$ cat src/rtl/microwave_timer_if.sv
// ---------------------------------------------------------------------------
// microwave_timer_if
//   Signal bundle between the keypad encoder / control logic and the
//   microwave countdown timer.
//
//   Encoder side (master drives):
//     D[3:0]     BCD digit, valid while loadn = 0
//     loadn      active-low one-cycle digit strobe
//     startn     active-low start/resume request
//     stopn      active-low pause/clear request
//   Timer side (slave drives):
//     min, sec_tens, sec_units   M:SS display digits (BCD)
//     counting                   high while counting down
//     done                       high once 0:00 has been reached
// ---------------------------------------------------------------------------
interface microwave_timer_if;
    logic [3:0] D;
    logic       loadn;
    logic       startn;
    logic       stopn;
    logic [3:0] min;
    logic [3:0] sec_tens;
    logic [3:0] sec_units;
    logic       counting;
    logic       done;

    modport master (
        output D, loadn, startn, stopn,
        input  min, sec_tens, sec_units, counting, done
    );

    modport slave (
        input  D, loadn, startn, stopn,
        output min, sec_tens, sec_units, counting, done
    );
endinterface

$ cat src/rtl/microwave_timer.sv
// ---------------------------------------------------------------------------
// microwave_timer
//   Three-digit M:SS countdown timer. Digits are shifted in from the keypad
//   encoder while idle, then counted down once per TICK_DIV clock cycles
//   after a start request. Flags done when the count reaches 0:00.
//
//   Parameters:
//     TICK_DIV   clock cycles per one-second tick (>= 2)
//   Ports:
//     clk        system clock, rising edge
//     clearn     asynchronous active-low reset
//     bus        microwave_timer_if.slave (digit entry, start/stop requests,
//                display digits, counting/done flags)
// ---------------------------------------------------------------------------
module microwave_timer #(
    parameter int TICK_DIV = 50_000_000
) (
    input  logic                   clk,
    input  logic                   clearn,
    microwave_timer_if.slave       bus
);

    localparam int PW = (TICK_DIV > 2) ? $clog2(TICK_DIV) : 1;
    localparam logic [PW-1:0] PRESC_LAST = PW'(TICK_DIV - 1);

    typedef enum logic [1:0] {
        IDLE  = 2'd0,
        RUN   = 2'd1,
        PAUSE = 2'd2,
        DONE  = 2'd3
    } state_t;

    typedef struct packed {
        logic [3:0] min;
        logic [3:0] tens;
        logic [3:0] units;
    } bcd_t;

    state_t          state_q, state_d;
    bcd_t            cnt_q, cnt_d;
    bcd_t            cnt_dec;
    logic [PW-1:0]   presc_q, presc_d;
    logic            counting_q, counting_d;
    logic            done_q, done_d;

    logic            digit_ok;
    logic            cnt_zero;
    bcd_t            cnt_shift;

    assign digit_ok  = !bus.loadn && (bus.D <= 4'd9);
    assign cnt_zero  = (cnt_q == '0);
    assign cnt_shift = '{min: cnt_q.tens, tens: cnt_q.units, units: bus.D};

    // One-second decrement with borrow; entered digits above 5 in the tens
    // position simply count down as plain BCD until the first borrow.
    always_comb begin
        cnt_dec = cnt_q;
        if (cnt_q.units != 4'd0) begin
            cnt_dec.units = cnt_q.units - 4'd1;
        end else begin
            cnt_dec.units = 4'd9;
            if (cnt_q.tens != 4'd0) begin
                cnt_dec.tens = cnt_q.tens - 4'd1;
            end else begin
                cnt_dec.tens = 4'd5;
                cnt_dec.min  = cnt_q.min - 4'd1;
            end
        end
    end

    // NOTE: every signal driven here gets a default first so that no path
    // leaves it unassigned, which would otherwise infer a latch.
    always_comb begin
        state_d = state_q;
        cnt_d   = cnt_q;
        presc_d = presc_q;

        unique case (state_q)
            IDLE: begin
                // Clear beats start and load; start beats a same-cycle digit.
                if (!bus.stopn) begin
                    cnt_d = '0;
                end else if (!bus.startn && !cnt_zero) begin
                    state_d = RUN;
                    presc_d = '0;
                end else if (digit_ok) begin
                    cnt_d = cnt_shift;
                end
            end
            RUN: begin
                // A stop request suppresses a tick falling on the same edge.
                if (!bus.stopn) begin
                    state_d = PAUSE;
                end else if (presc_q == PRESC_LAST) begin
                    presc_d = '0;
                    cnt_d   = cnt_dec;
                    if (cnt_dec == '0) begin
                        state_d = DONE;
                    end
                end else begin
                    presc_d = presc_q + PW'(1);
                end
            end
            PAUSE: begin
                if (!bus.stopn) begin
                    state_d = IDLE;
                    cnt_d   = '0;
                    presc_d = '0;
                end else if (!bus.startn) begin
                    state_d = RUN;
                end
            end
            DONE: begin
                if (!bus.stopn) begin
                    state_d = IDLE;
                    cnt_d   = '0;
                end else if (digit_ok) begin
                    state_d = IDLE;
                    cnt_d   = cnt_shift;
                end
            end
            default: state_d = IDLE;
        endcase

        // Flags are registered from the next state so they change on the
        // same edge as the state itself.
        counting_d = (state_d == RUN);
        done_d     = (state_d == DONE);
    end

    // NOTE: sequential state uses non-blocking assignments so every register
    // samples pre-edge values regardless of statement order.
    always_ff @(posedge clk or negedge clearn) begin
        if (!clearn) begin
            state_q    <= IDLE;
            cnt_q      <= '0;
            presc_q    <= '0;
            counting_q <= 1'b0;
            done_q     <= 1'b0;
        end else begin
            state_q    <= state_d;
            cnt_q      <= cnt_d;
            presc_q    <= presc_d;
            counting_q <= counting_d;
            done_q     <= done_d;
        end
    end

    assign bus.min       = cnt_q.min;
    assign bus.sec_tens  = cnt_q.tens;
    assign bus.sec_units = cnt_q.units;
    assign bus.counting  = counting_q;
    assign bus.done      = done_q;

endmodule

$ cat src/flat_wrapper.sv
// flat-port wrapper written by rule: the top's interface ports become plain ports
module microwave_timer_flat 
#(
    parameter int TICK_DIV = 50_000_000
)
  (clk, clearn, bus_D, bus_loadn, bus_startn, bus_stopn, bus_min, bus_sec_tens, bus_sec_units, bus_counting, bus_done);
  microwave_timer_if bus_i ();
  input  logic clk;
  input  logic clearn;
  input wire logic [$bits(bus_i.D)-1:0] bus_D;
  input wire logic [$bits(bus_i.loadn)-1:0] bus_loadn;
  input wire logic [$bits(bus_i.startn)-1:0] bus_startn;
  input wire logic [$bits(bus_i.stopn)-1:0] bus_stopn;
  output wire logic [$bits(bus_i.min)-1:0] bus_min;
  output wire logic [$bits(bus_i.sec_tens)-1:0] bus_sec_tens;
  output wire logic [$bits(bus_i.sec_units)-1:0] bus_sec_units;
  output wire logic [$bits(bus_i.counting)-1:0] bus_counting;
  output wire logic [$bits(bus_i.done)-1:0] bus_done;
  assign bus_i.D = bus_D;
  assign bus_i.loadn = bus_loadn;
  assign bus_i.startn = bus_startn;
  assign bus_i.stopn = bus_stopn;
  assign bus_min = bus_i.min;
  assign bus_sec_tens = bus_i.sec_tens;
  assign bus_sec_units = bus_i.sec_units;
  assign bus_counting = bus_i.counting;
  assign bus_done = bus_i.done;
  microwave_timer #(.TICK_DIV(TICK_DIV)) u_core (.clk(clk), .clearn(clearn), .bus(bus_i));
endmodule
$ cat config.mk
export PLATFORM = sky130hd
export DESIGN_NAME = microwave_timer_flat
export DESIGN_NICKNAME = d
export VERILOG_FILES = /design/src/rtl/microwave_timer_if.sv /design/src/rtl/microwave_timer.sv /design/src/flat_wrapper.sv
export SDC_FILE = /design/constraint.sdc
export NUM_CORES = 1
export LEC_CHECK = 0
export CELL_PAD_IN_SITES_DETAIL_PLACEMENT = 1
export CELL_PAD_IN_SITES_GLOBAL_PLACEMENT = 1
export CORE_AREA = 2 2 80 82
export CTS_BUF_LIST = sky130_fd_sc_hd__clkbuf_8
export DETAILED_ROUTE_END_ITERATION = 16
export DIE_AREA = 0 0 82 84
export GPL_TIMING_DRIVEN = 0
export PLACE_DENSITY_LB_ADDON = 0.1
export SLEW_MARGIN = 20
export SYNTH_ARGS = -nofsm -noshare
export SYNTH_HDL_FRONTEND = slang
export SYNTH_SLANG_ARGS = --single-unit
export TNS_END_PERCENT = 100
$ cat constraint.sdc
create_clock -name clk -period 2.3 [get_ports clk]
set_input_delay 0.23 -clock clk [delete_from_list [all_inputs] [get_ports clk]]
set_output_delay 0.23 -clock clk [all_outputs]
set_load 0.1 [all_outputs]
Yosys cells after proc, flatten, opt, wreduce, memory -nomap -nowiden
Index checks and enable logic that the tools add are counted.
{"block": "word_totals", "mem_bits_rw": 0, "output_inout_bits": 14, "latchBits": 0, "ff_bits": 42, "mem_bits_ro": 0, "mem_count": 0, "wordCells": 65}
{"block": "classes", "bitwise": 0, "eq_ne": 12, "n_reduce_logical": 13, "n_addsub": 4, "div": 0, "n_mul": 0, "mux": 28, "order_cmp": 1, "n_shift": 0}
{"operator": "two-way mux 26 bit", "n": 5}
{"operator": "two-way mux 12 bit", "n": 7}
{"operator": "case mux 26 bit (3 select lines)", "n": 1}
{"operator": "case mux 12 bit (4 select lines)", "n": 1}
{"operator": "adder 26 x 1 -> 26 bit, second input constant", "n": 1}
{"operator": "== test 26 bit, second input constant", "n": 1}
{"operator": "zero test 12 bit", "n": 2}
{"operator": "two-way mux 2 bit", "n": 9}
{"operator": "two-way mux 4 bit", "n": 3}
{"operator": "subtractor 4 x 1 -> 4 bit, second input constant", "n": 3}
{"operator": "two-way mux 8 bit", "n": 1}
{"operator": "case mux 2 bit (4 select lines)", "n": 1}
{"operator": "nonzero test 4 bit", "n": 2}
{"operator": "== test 2 bit, second input constant", "n": 3}
{"operator": "!= test 2 bit, second input constant", "n": 3}
{"operator": "AND reduction 5 bit", "n": 1}
{"operator": "== test 2 x 1 -> 1 bit, second input constant", "n": 2}
{"operator": "less-or-equal comparator 4 bit, second input constant", "n": 1}
{"operator": "!= test 2 x 1 -> 1 bit, second input constant", "n": 2}
{"operator": "AND reduction 4 bit", "n": 1}
{"operator": "zero test 1 bit", "n": 3}
{"operator": "!= test 3 bit, second input constant", "n": 1}
{"operator": "nonzero test 3 bit", "n": 1}
{"operator": "logical AND 1 bit", "n": 2}
{"operator": "zero test 2 bit", "n": 1}

Longest topological paths before layout
Gate-level depths: netlist of the first run.
{"block": "logic_depth", "word_depth": 9, "mapped_depth": 10, "ltp_nobuf": 7}

Worst setup path after synthesis of the first run
No wires, ideal clock.
{"block": "synth_path", "path_kind": "register to register", "start": "register u_core.cnt_q, in the netlist u_core.bus.min[0]", "end": "register u_core.cnt_q, in the netlist u_core.bus.sec_tens[1]", "arrival_time_ns": 2.634, "t_required_ns": 2.174, "setup_slack_ns": -0.460, "setup_ns": 0.126, "stages_incl_launch_ff": 11, "path_cell_list": "dfrtp_1 > inv_1 > ha_1 > nor2b_1 > and4b_1 > buf_6 > o22a_4 > buf_6 > nand2_4 > buf_6 > mux2_4"}
{"block": "synth_between", "elab_chain_len": 5}
{"element": "start: declaration", "line_no": "microwave_timer.sv:40", "source": "bcd_t cnt_q, cnt_d;"}
{"element": "start signal: assignment", "line_no": "microwave_timer.sv:142", "source": "cnt_q <= cnt_d;"}
{"element": "zero test 12 bit", "line_no": "microwave_timer.sv:51", "source": "assign cnt_zero = (cnt_q == '0);"}
{"element": "zero test 1 bit", "line_no": "microwave_timer.sv:83", "source": "end else if (!bus.startn && !cnt_zero) begin"}
{"element": "logical AND 1 bit", "line_no": "microwave_timer.sv:83"}
{"element": "!= test 3 bit (no line)"}
{"element": "AND reduction 4 bit (no line)"}
Every way passes these cells.
A chain may end at the register's enable or synchronous reset.

Worst setup path in the final report of the first run
{"block": "layout_path", "start": "register u_core.cnt_q, in the netlist u_core.bus.min[1]", "end": "register u_core.presc_q[25]"}
{"block": "layout_between", "elab_chain_len": 5}
{"element": "zero test 12 bit", "line_no": "microwave_timer.sv:51"}
{"element": "zero test 1 bit", "line_no": "microwave_timer.sv:83"}
{"element": "logical AND 1 bit", "line_no": "microwave_timer.sv:83"}
{"element": "!= test 2 x 1 -> 1 bit (no line)"}
{"element": "AND reduction 5 bit (no line)"}
{"element": "end signal: assignment", "line_no": "microwave_timer.sv:143", "source": "presc_q <= presc_d;"}
{"element": "end: declaration", "line_no": "microwave_timer.sv:42", "source": "logic [PW-1:0] presc_q, presc_d;"}
Every way passes these cells.

==> qor.yml, run 1 <==
setup_path:
  path_class: "flip-flop to flip-flop"
  setup.worst_path.start_class: "flip-flop"
  path_cells: "inv_1, ha_1, nor2b_2, and4b_1, buf_6, a2bb2oi_4, buf_6, o41ai_2, a21oi_1"
  crit_fanout: 10
  crit_family: "compound AO/OA/AOI/OAI gates"
  crit_slowest_cell: "dfrtp_4"
  cp.required_ps: 2470
  worstPathArrival_ps: 2420
  cpPeakStageDelay_ps: 450
  path_buf_inv: 3
  crit_path_frequent_cell: "buf_6"
  worstSetupEndpointType: "flip-flop"
layout:
  area.growth.synth_to_final_pct: 22.6
  stdcell_count: 420
  finalNetCount: 358
  diodes: 0
  num-fill-cells: 705
  drive_gt1_share_pct: 21.0
clock_network:
  cts_made_buffers: 5
  insertion_delay_ps: 300
  clock_path_buffers: 2
  cts_tree: "yes"
  root_buffer: "clkbuf_8"
  cts.htree.levels: 2
  path_clk_slew_ps: 80
  clock_sinks: 42
sta:
  hold_ws_ps: 474
  rsz0062_at_grt: "true"
  setup_violations: 0
  post-route-min-period_ps: 2250
  max_slew_margin_pct: 35.4
  slew_viol_final: 0
  hold_violations: 0
  clock_skew_ps: 9.08
  fin_crit_sh_pct: 97.7
  fmaxAchievable_ghz: 0.445
  worst_pin_slew_ps: 967
logic_synthesis:
  yosysTopAreaCellShare_pct: 37.8
  syn_nets: 319
  yosys_warnings: 0
  synth_area_leaders: "dfrtp_1 38%, a22o_1 3.5%, o2bb2ai_1 3.5%"
  synth_largest_area_cell: "dfrtp_1"
  synth_cells: 303
  post-synth-top-count-cell: "dfrtp_1"
  synth_area_mm2: 0.00278
  yosys-top-cells-count: "42 x dfrtp_1, 24 x nand2_1, 22 x nor2_1"
  async_flop_share_pct: 100
  syn-mean-instance-area_um2: 9.18
  yosysUniqueCellTypes: 55
  synth_seq_cells: 42
  ys_seq_area_share_pct: 37.8
  synth_edf_count: 0
  ys.flop_type: "dfrtp_1"
floorplanning:
  core_area_mm2: 0.00610
  die_h_um: 84
  ioPinCount: 23
  start_util_pct: 45.6
  dieArea_mm2: 0.00689
  row_count: 29
  die_w_um: 82
global_route:
  overflow: 0
  grt_max_degree: 25
  grtUsageTotal_pct: 24.1
  antenna_found_initial: 0
  grt_pass1_vias: 2680
  grt_first_pass_wirelength_um: 13000
drt:
  drt_iter0_drc: 99
  drt_wl_total_um: 8340
  drt.antenna.violating_nets: 0
  vias: 2642
  dr.pass1.iters: 4
  vias_per_cell: 6.29
  wl_per_cell_um: 19.9
  drc_errors: 0
placement:
  portBuffers: 21
  hpwl_um: 5590
  place_inst: 402
  place.gp.congestion: 0.814
pwr:
  p_leak_nw: 1.36
  ir_drop_v: 0.000792
  power.density_mw_per_mm2: 1340
run_status:
  outcome: "finished clean"
flow_run:
  drv_cap: 0
min_path:
  worstHoldPathType: "input pin to async pin"
==> worst paths after layout <==
path,to,from,slack [ps],cells after the start
worst max-delay path,u_core.presc_q[25]$_DFFE_PN0P_,u_core.bus.min[1]$_DFFE_PN0P_,50,9
worst min-delay path,u_core.presc_q[14]$_DFFE_PN0P_,clearn,470,2
worst max register to register,u_core.presc_q[25]$_DFFE_PN0P_,u_core.bus.min[1]$_DFFE_PN0P_,50,9
worst min register to register,u_core.presc_q[24]$_DFFE_PN0P_,u_core.presc_q[24]$_DFFE_PN0P_,550,1
max in group asynchronous,u_core.bus.sec_units[3]$_DFFE_PN0P_,clearn,1300,3
min in group clk,u_core.bus.counting$_DFF_PN0_,bus_stopn,500,4
==> area by class of cell <==
cell class | instances | area (um^2) | share of cell area [%]
plain buffers | 12 | 80.1 | 2.35
clock buffers | 6 | 82.6 | 2.42
clock inverters | 2 | 8.76 | 0.257
inverters | 5 | 18.8 | 0.550
multi-input cells | 243 | 1730 | 50.9
flip-flops and latches | 42 | 1070 | 31.4
well taps | 77 | 96.3 | 2.83
repair buffers | 33 | 318 | 9.32
==> state kept, by name (all words and copies together) (netlist names) <==
signal	count
u_core.bus.min	4
u_core.bus.sec_tens	4
u_core.bus.done	1
u_core.presc_q	26
u_core.state_q	2
u_core.bus.counting	1
u_core.bus.sec_units	4
==> placed cells by master (no fill, tap or decap), types with 4 or more instances in the layout <==
cell,instances
o21a_1,5
o21ai_0,16
nand3_1,15
nand4_1,7
dfrtp_1,30
or4_1,5
nand2_1,24
nor3_1,12
clkbuf_8,6
ha_1,5
and3_1,4
nor2b_1,4
dfrtp_2,10
o211ai_1,4
a21o_1,8
a21oi_1,16
buf_4,12
nor4b_1,5
clkdlybuf4s50_1,20
o2bb2ai_1,10
nor2_1,20
o31ai_1,6
a22o_1,11
nor4_1,4
==> timing repair <==
item | in CTS | in global routing
endpoints found under the setup margin | 27 | 24
cloned | 0 | 1
resized for setup | 11 | 15
hold endpoints to repair | 23 | 0
setup buffers | 2 | 8
pin swaps | 4 | 4
hold buffers | 1 | 0
==> routing by layer <==
| layer | routed length (um) | global-route usage (%) | part of all wire (%) | vias up |
|---|---|---|---|---|
| li1 | - | - | - | 1248 |
| met1 | 3770 | 31.5 | 45 | 1334 |
| met2 | 4230 | 40.6 | 51 | 50 |
| met3 | 222 | 3.46 | 2.7 | 10 |
| met4 | 117 | 6.97 | 1.4 | 0 |
| met5 | 0 | 0 | 0 | - |
==> cells by family (layout without fill, tap and decap cells) <==
logic type	count (synthesis)	after routing	share of synthesized area, %
xor gates and xnor gates	2	2	0.630
and+or+nand+nor	131	131	26.7
buffers and inverters	19	58	3.60
DFF	42	42	37.8
adders and majority gates	7	7	3.15
muxes	6	6	2.47
AOI/OAI and AO/OA	96	97	25.6
==> power by group <==
part           internal, mW  switching, mW  total (mW)
sequential            0.881          0.202        1.08
combinational          1.05           1.95        3.00
clock                 0.238          0.265       0.504
total                  2.17           2.42        4.59
==> metrics by stage <==
stage / power, mW / utilization [%] / setup slack [ps] / TNS (ps) / cell area (um^2)
after floorplan: 3.08 / - / 0.629 / 0 / 2810
after global placement: 3.71 / 51.1 / -482 / -14090 / 3120
after detailed placement: 3.78 / 51.5 / -297 / -5590 / 3140
after CTS: 4.38 / 53.8 / 23.1 / 0 / 3280
after global routing: 4.86 / 55.9 / -30.0 / -111 / 3410
final: 4.59 / 55.9 / 53.3 / 0 / 3410
Note: power is estimated with default switching activity, not from simulation.
==> run 2: changes to the inputs <==
GPL_ROUTABILITY_DRIVEN = 0   (was default)
==> results of run 2 <==
Same layout as run 1: the final DEF is identical, and so are final timing and power.
